File: config.mk
export PLATFORM = sky130hd
export DESIGN_NAME = eth_tx_scheduler
export DESIGN_NICKNAME = d
export VERILOG_FILES = /design/src/rtl/eth_tx_sched_pkg.sv /design/src/rtl/eth_tx_sched_pick.sv /design/src/rtl/eth_tx_scheduler.sv
export SDC_FILE = /design/constraint.sdc
export NUM_CORES = 1
export LEC_CHECK = 0
export CAP_MARGIN = 20
export CORE_AREA = 4 4 54 56
export CTS_BUF_LIST = sky130_fd_sc_hd__clkbuf_8
export DETAILED_ROUTE_END_ITERATION = 7
export DIE_AREA = 0 0 58 60
export GPL_TIMING_DRIVEN = 0
export PLACE_DENSITY = 0.85
export SLEW_MARGIN = 15
export SYNTH_ARGS = -nofsm -noshare
export SYNTH_HDL_FRONTEND = slang
export SYNTH_HIERARCHICAL = 1
export SYNTH_SLANG_ARGS = --single-unit
File: constraint.sdc
create_clock -name clk -period 2.06 [get_ports clk]
set_input_delay 0.412 -clock clk [delete_from_list [all_inputs] [get_ports clk]]
set_output_delay 0.412 -clock clk [all_outputs]
set_load 0.05 [all_outputs]
File: src/rtl/eth_tx_sched_pkg.sv
// -----------------------------------------------------------------------------
// eth_tx_sched_pkg
//
// Purpose: definitions shared by the layer-2 transmit grant scheduler.
//   - sched_state_t : scheduler FSM states (IDLE -> ACTIVE -> GAP -> IDLE)
//   - PORT_ARP / PORT_IPV4 : requester indices (index 0 has highest priority)
//   - PERF_W, perf_port_t : width and container of per-port grant counters
//                           used when ETH_TX_SCHED_PERF_EN is defined
// -----------------------------------------------------------------------------
package eth_tx_sched_pkg;

  // Requester indices. Lower index means higher fixed priority.
  localparam int PORT_ARP  = 0;
  localparam int PORT_IPV4 = 1;

  // Width of every performance counter; counters wrap modulo 2**PERF_W.
  localparam int PERF_W = 32;

  typedef enum logic [1:0] {
    ST_IDLE   = 2'd0,  // waiting for an eligible request
    ST_ACTIVE = 2'd1,  // grant held until frame_done or watchdog expiry
    ST_GAP    = 2'd2   // enforced inter-frame gap, grant low
  } sched_state_t;

  // Per-port performance record.
  typedef struct packed {
    logic [PERF_W-1:0] grants;  // grants issued to this port
  } perf_port_t;

endpackage : eth_tx_sched_pkg

File: src/rtl/eth_tx_sched_pick.sv
// -----------------------------------------------------------------------------
// eth_tx_sched_pick
//
// Purpose: combinational fixed-priority picker. Returns a one-hot vector with
// only the lowest-index set bit of the input (index 0 wins).
//
// Ports:
//   i_vec    in  N  candidate vector
//   o_onehot out N  one-hot winner, all zero when i_vec is zero
//   o_any    out 1  at least one candidate present
// -----------------------------------------------------------------------------
module eth_tx_sched_pick
  import eth_tx_sched_pkg::*;
#(
  parameter int N = 2
) (
  input  logic [N-1:0] i_vec,
  output logic [N-1:0] o_onehot,
  output logic         o_any
);

  // x & -x isolates the lowest set bit, which is the highest-priority port.
  assign o_onehot = i_vec & (~i_vec + N'(1));
  assign o_any    = |i_vec;

endmodule : eth_tx_sched_pick

File: src/rtl/eth_tx_scheduler.sv
// -----------------------------------------------------------------------------
// eth_tx_scheduler
//
// Purpose: grant controller for the shared layer-2 transmit path. Requesters
// (ARP, IPv4, ...) raise req while they hold a committed frame. In IDLE the
// scheduler picks a winner (aged ports first, then strict priority by index),
// holds a one-hot grant until frame_done, then enforces an inter-frame gap.
// A watchdog aborts a grant that never sees frame_done.
//
// Parameters:
//   NUM_PORTS    number of requesters (index 0 highest priority)
//   AGE_LIMIT    selections a waiting port may lose before it is promoted
//   IFG_CYCLES   idle cycles between a grant drop and the next grant
//   DONE_TIMEOUT cycles in ACTIVE without frame_done before abort
//
// Ports:
//   clk          in  1          clock
//   rst_n        in  1          asynchronous active-low reset
//   req          in  NUM_PORTS  per-port frame-waiting level
//   link_up      in  1          MAC link status; blocks new grants when low
//   frame_done   in  1          pulse: granted frame committed or dropped
//   grant        out NUM_PORTS  one-hot owner, zero outside ACTIVE
//   grant_valid  out 1          high exactly while in ACTIVE
//   abort        out 1          one-cycle pulse on watchdog expiry
//   perf_grants  out NUM_PORTS*32  per-port grant counts  (ETH_TX_SCHED_PERF_EN)
//   perf_aborts  out 32            watchdog abort count   (ETH_TX_SCHED_PERF_EN)
//
// Build option: define ETH_TX_SCHED_PERF_EN to add the performance counters.
// -----------------------------------------------------------------------------
module eth_tx_scheduler
  import eth_tx_sched_pkg::*;
#(
  parameter int NUM_PORTS    = 2,
  parameter int AGE_LIMIT    = 8,
  parameter int IFG_CYCLES   = 2,
  parameter int DONE_TIMEOUT = 4096
) (
  input  logic                 clk,
  input  logic                 rst_n,
  input  logic [NUM_PORTS-1:0] req,
  input  logic                 link_up,
  input  logic                 frame_done,
  output logic [NUM_PORTS-1:0] grant,
  output logic                 grant_valid,
  output logic                 abort
`ifdef ETH_TX_SCHED_PERF_EN
  ,
  output logic [NUM_PORTS*PERF_W-1:0] perf_grants,
  output logic [PERF_W-1:0]           perf_aborts
`endif
);

  localparam int AGE_W = $clog2(AGE_LIMIT + 1);
  localparam int WD_W  = (DONE_TIMEOUT > 1) ? $clog2(DONE_TIMEOUT) : 1;
  localparam int GAP_W = (IFG_CYCLES > 1) ? $clog2(IFG_CYCLES) : 1;

  localparam logic [AGE_W-1:0] AGE_MAX  = AGE_W'(AGE_LIMIT);
  localparam logic [WD_W-1:0]  WD_LAST  = WD_W'(DONE_TIMEOUT - 1);
  localparam logic [GAP_W-1:0] GAP_LAST = GAP_W'((IFG_CYCLES > 0) ? IFG_CYCLES - 1 : 0);

  // With no gap configured a released grant goes straight back to IDLE.
  localparam sched_state_t ST_AFTER = (IFG_CYCLES > 0) ? ST_GAP : ST_IDLE;

  // ---------------------------------------------------------------------------
  // Declarations
  // ---------------------------------------------------------------------------
  sched_state_t         r_state;
  sched_state_t         w_state_next;
  logic [NUM_PORTS-1:0] r_owner;
  logic [WD_W-1:0]      r_wd;
  logic [GAP_W-1:0]     r_gap_cnt;
  logic                 r_abort;

  logic [NUM_PORTS-1:0] w_elig;
  logic [NUM_PORTS-1:0] w_aged;
  logic [NUM_PORTS-1:0] w_pick_aged;
  logic [NUM_PORTS-1:0] w_pick_elig;
  logic [NUM_PORTS-1:0] w_winner;
  logic                 w_any_aged;
  logic                 w_any_elig;
  logic                 w_select;
  logic                 w_wd_expire;

  // ---------------------------------------------------------------------------
  // Arbitration
  // ---------------------------------------------------------------------------
  assign w_elig = link_up ? req : '0;

  eth_tx_sched_pick #(.N(NUM_PORTS)) u_pick_aged (
    .i_vec    (w_aged),
    .o_onehot (w_pick_aged),
    .o_any    (w_any_aged)
  );

  eth_tx_sched_pick #(.N(NUM_PORTS)) u_pick_elig (
    .i_vec    (w_elig),
    .o_onehot (w_pick_elig),
    .o_any    (w_any_elig)
  );

  // A port that has been passed over AGE_LIMIT times beats any fresh request.
  assign w_winner = w_any_aged ? w_pick_aged : w_pick_elig;

  // Selection cycle: the only cycle in which ages and the owner change.
  assign w_select = (r_state == ST_IDLE) && w_any_elig;

  // frame_done in the expiry cycle takes precedence, so no abort then.
  assign w_wd_expire = (r_state == ST_ACTIVE) && !frame_done && (r_wd == WD_LAST);

  // ---------------------------------------------------------------------------
  // Per-port age counters (and optional grant counters)
  // ---------------------------------------------------------------------------
  genvar gi;
  generate
    for (gi = 0; gi < NUM_PORTS; gi++) begin : g_port
      logic [AGE_W-1:0] r_age;

      // Ages move only on selection cycles; a dropped req keeps its age.
      always_ff @(posedge clk or negedge rst_n) begin
        if (!rst_n) begin
          r_age <= '0;
        end else if (w_select) begin
          if (w_winner[gi]) begin
            r_age <= '0;
          end else if (req[gi] && (r_age != AGE_MAX)) begin
            r_age <= r_age + AGE_W'(1);
          end
        end
      end

      assign w_aged[gi] = w_elig[gi] && (r_age == AGE_MAX);

`ifdef ETH_TX_SCHED_PERF_EN
      perf_port_t r_perf;

      always_ff @(posedge clk or negedge rst_n) begin
        if (!rst_n) begin
          r_perf <= '0;
        end else if (w_select && w_winner[gi]) begin
          r_perf.grants <= r_perf.grants + PERF_W'(1);
        end
      end

      assign perf_grants[gi*PERF_W +: PERF_W] = r_perf.grants;
`endif
    end
  endgenerate

  // ---------------------------------------------------------------------------
  // FSM: state register
  // ---------------------------------------------------------------------------
  always_ff @(posedge clk or negedge rst_n) begin
    if (!rst_n) begin
      r_state <= ST_IDLE;
    end else begin
      r_state <= w_state_next;
    end
  end

  // ---------------------------------------------------------------------------
  // FSM: next-state logic
  // ---------------------------------------------------------------------------
  always_comb begin
    w_state_next = r_state;
    case (r_state)
      ST_IDLE: begin
        if (w_any_elig) begin
          w_state_next = ST_ACTIVE;
        end
      end
      ST_ACTIVE: begin
        // req and link_up are deliberately ignored while a frame is in flight.
        if (frame_done || w_wd_expire) begin
          w_state_next = ST_AFTER;
        end
      end
      ST_GAP: begin
        if (r_gap_cnt == GAP_LAST) begin
          w_state_next = ST_IDLE;
        end
      end
      default: begin
        w_state_next = ST_IDLE;
      end
    endcase
  end

  // ---------------------------------------------------------------------------
  // FSM: outputs
  // ---------------------------------------------------------------------------
  // Deriving grant from the state means an asynchronous reset clears it at
  // once, without waiting for a clock edge.
  always_comb begin
    grant_valid = (r_state == ST_ACTIVE);
    grant       = grant_valid ? r_owner : '0;
    abort       = r_abort;
  end

  // ---------------------------------------------------------------------------
  // Owner, watchdog, gap counter, abort pulse
  // ---------------------------------------------------------------------------
  always_ff @(posedge clk or negedge rst_n) begin
    if (!rst_n) begin
      r_owner <= '0;
    end else if (w_select) begin
      r_owner <= w_winner;
    end
  end

  // Counts ACTIVE cycles; the state leaves ACTIVE at WD_LAST so it never wraps.
  always_ff @(posedge clk or negedge rst_n) begin
    if (!rst_n) begin
      r_wd <= '0;
    end else if ((r_state == ST_ACTIVE) && !frame_done && !w_wd_expire) begin
      r_wd <= r_wd + WD_W'(1);
    end else begin
      r_wd <= '0;
    end
  end

  always_ff @(posedge clk or negedge rst_n) begin
    if (!rst_n) begin
      r_gap_cnt <= '0;
    end else if ((r_state == ST_GAP) && (r_gap_cnt != GAP_LAST)) begin
      r_gap_cnt <= r_gap_cnt + GAP_W'(1);
    end else begin
      r_gap_cnt <= '0;
    end
  end

  // Registered so the pulse coincides with the grant drop.
  always_ff @(posedge clk or negedge rst_n) begin
    if (!rst_n) begin
      r_abort <= 1'b0;
    end else begin
      r_abort <= w_wd_expire;
    end
  end

`ifdef ETH_TX_SCHED_PERF_EN
  logic [PERF_W-1:0] r_perf_aborts;

  always_ff @(posedge clk or negedge rst_n) begin
    if (!rst_n) begin
      r_perf_aborts <= '0;
    end else if (w_wd_expire) begin
      r_perf_aborts <= r_perf_aborts + PERF_W'(1);
    end
  end

  assign perf_aborts = r_perf_aborts;
`endif

endmodule : eth_tx_scheduler
==> results.json <==
{
  "gp_congestion": 0.8040,
  "die_w_um": 58,
  "root_buffer": "clkbuf_8",
  "fp-row-count": 18,
  "drv_slew": 0,
  "track_usage_pct": 17.78,
  "vias_per_cell": 5.589,
  "fin_worst_skew_ns": 0.003304,
  "synth_area_per_cell_um2": 9.448,
  "fin_nets": 179,
  "cts_tree": "done",
  "yosys.area.top_type_share_pct": 46.85,
  "grt_pass1_wl_um": 4726,
  "clk_latency_ns": 0.26,
  "tightest_slew_ns": 0.5680,
  "min_path_type": "reg2reg",
  "post-route-period-util_pct": 99.31,
  "post-dp-hpwl_um": 2050,
  "grt_pass1_vias": 1095,
  "core-area_um2": 2432,
  "maxCapViolCount": 0,
  "antenna_found_initial": 0,
  "hold_viol_final": 0,
  "start_util_pct": 57.10,
  "clock-sinks": 26,
  "die_h_um": 60,
  "pwr_density_cell_nw_per_um2": 935.1,
  "drc_errors": 0,
  "clk_pin_slew_ns": 0.09,
  "ys_warn_count": 6,
  "drtAntennaViolNets": 0,
  "dp.cells": 187,
  "grt_max_degree": 18,
  "fin_total_pwr_uw": 1581,
  "relSlewSlack_pct": 62.01,
  "critPathCaptureType": "flop",
  "drive_gt1_share_pct": 17.37,
  "dr.pass1.iters": 4,
  "cts_max_path_buffers": 2,
  "diodes": 0,
  "yosysUniqueCellTypes": 35,
  "outcome": "completed",
  "yosysSeqAreaShare_pct": 46.85,
  "overflow": 0,
  "netlist_instances": 147,
  "path_class": "reg2reg",
  "io_pins": 10,
  "peakVddDrop_mv": 0.5545,
  "cp.arrival_ns": 2.22,
  "h-tree-depth": 1,
  "cp.required_ns": 2.24,
  "ctsHoldBuffers": 0,
  "startpoint_type": "flop",
  "yosys-top-cells-area": "dfrtp_1 47%, ha_1 4.5%, xor2_1 4.4%",
  "rsz0062_at_grt": "true",
  "finalCriticalPeriod_ns": 2.046,
  "final_cells": 197,
  "wl_um": 2833,
  "setup_viol": 0,
  "max_freq_mhz": 488.8,
  "synth_area_um2": 1389,
  "synth_top_area_cell": "dfrtp_1",
  "port_buffers": 9,
  "dieArea_um2": 3480,
  "numCtsBuffers": 3,
  "ys_ff_latch": 26,
  "syn_to_final_growth_pct": 21.71,
  "drt-wirelength-per-cell_um": 14.38,
  "cp_max_fo": 5,
  "p_leak_uw": 0.0007738,
  "final.setup.tns_ns": 0,
  "synth_fp_nets": 158,
  "dr_total_vias": 1101,
  "drtIter0Drc": 42
}
-- cells in the mapped netlist --
| cell type | count |
|---|---|
| xnor2_1 | 1 |
| and2_1 | 5 |
| mux2_2 | 3 |
| and3_1 | 1 |
| ha_1 | 5 |
| clkbuf_1 | 3 |
| nor3b_1 | 2 |
| or2_1 | 2 |
| a211o_1 | 1 |
| dfrtp_1 | 26 |
| buf_2 | 1 |
| nand2b_1 | 3 |
| xor2_1 | 7 |
| nor2b_1 | 4 |
| a21oi_1 | 3 |
| and4_1 | 4 |
| nand3_1 | 7 |
| buf_4 | 3 |
| o21ai_0 | 1 |
| o21a_1 | 1 |
| a22o_1 | 1 |
| o21ai_1 | 9 |
| o31ai_1 | 2 |
| nand4_1 | 4 |
| inv_1 | 8 |
| nand2_1 | 12 |
| a21o_1 | 2 |
| a31oi_1 | 1 |
| or3b_1 | 2 |
| nor2_1 | 16 |
| nand3b_1 | 2 |
| nor2_2 | 2 |
| or2_4 | 1 |
| a211oi_1 | 1 |
| or3_1 | 1 |
-- worst max-delay path, stage by stage (launching register included) --
cell and delay, ns:
dfrtp_1 0.42, inv_1 0.07, ha_2 0.16, nand3b_1 0.14
nor2_2 0.19, or2_4 0.16, mux2_4 0.31, or2_4 0.29
o31ai_1 0.23
-- power breakdown --
group          leakage (uW)  switching (uW)  internal (uW)
logic              0.000400             311            236
clock network     0.0000288             150            171
registers          0.000345            95.4            618
total              0.000774             556           1020
-- kinds of logic after synthesis --
| group | after synthesis | share of synthesized area [%] |
|---|---|---|
| simple gates | 68 | 26.58 |
| compound gates | 22 | 9.639 |
| flops | 26 | 46.85 |
| xor+xnor | 8 | 5.045 |
| buf+inv | 15 | 4.955 |
| mux | 3 | 2.432 |
| fa+ha+maj | 5 | 4.505 |
-- per-layer routing --
layer	global-route usage (%)	wire [um]	vias to the layer above
li1	-	-	537
met1	20.47	1178	537
met2	32.58	1512	21
met3	3.024	99	6
met4	7.285	42	0
met5	0	0	-
-- cell type report --
class	instances	area (um2)
buffer	7	41.29
clock buffer	4	55.05
fill	177	742.0
inverter	8	30.03
multi-input combinational	106	719.4
sequential	26	650.6
tap	30	37.54
timing repair buffer	16	156.4
-- placed cells by master (no fill, tap or decap), drive strengths merged, types with 4 or more instances in the layout --
cell type      count
dfrtp             26
nor2              18
nand2             12
buf               11
o21ai             10
inv                8
nand3              7
xor2               7
clkbuf             7
and2               5
dlygate4sd2        5
ha                 5
and4               4
nand4              4
clkdlybuf4s50      4
nor2b              4
-- stage by stage --
step	instance area (um2)	hold slack (ns)	setup slack (ns)	util [%]
6_report	1690	0.4148	0.01426	69.50
5_1_grt	1690	0.4309	-0.06519	69.50
4_1_cts	1613	0.4166	0.0007703	66.31
3_5_place_dp	1546	0.4047	-0.4059	63.58
3_3_place_gp	1519	0.4057	-0.2927	62.45
2_1_floorplan	1391	0.1164	0.1581	-
-- worst paths after layout --
kind                       slack [ns]                              to  depth (start not counted)                            from
setup / recovery                 0.01  g_port[1].r_age[2]$_DFFE_PN0P_                          8  g_port[0].r_age[0]$_DFFE_PN0P_
hold / removal                   0.41             r_gap_cnt$_DFF_PN0_                          1             r_gap_cnt$_DFF_PN0_
setup reg to reg                 0.01  g_port[1].r_age[2]$_DFFE_PN0P_                          8  g_port[0].r_age[0]$_DFFE_PN0P_
hold reg to reg                  0.41             r_gap_cnt$_DFF_PN0_                          1             r_gap_cnt$_DFF_PN0_
max in group asynchronous        1.08               r_wd[5]$_DFF_PN0_                          2                           rst_n
min in group asynchronous        0.51  g_port[1].r_age[3]$_DFFE_PN0P_                          1                           rst_n
-- registers in the layout (all words and copies together), names as in the netlist --
signal        count
r_owner           2
r_state           2
abort             1
g_port.r_age      8
r_wd             12
r_gap_cnt         1
-- what timing repair did --
| action | CTS | global route |
|---|---|---|
| endpoints found under the hold margin | 0 | 0 |
| buffers inserted | 1 | 5 |
| gates resized for setup | 8 | 12 |
| endpoints found under the setup margin | 8 | 7 |
| pin swaps | 1 | 6 |
No activity file was read; power rests on OpenSTA's default activity.
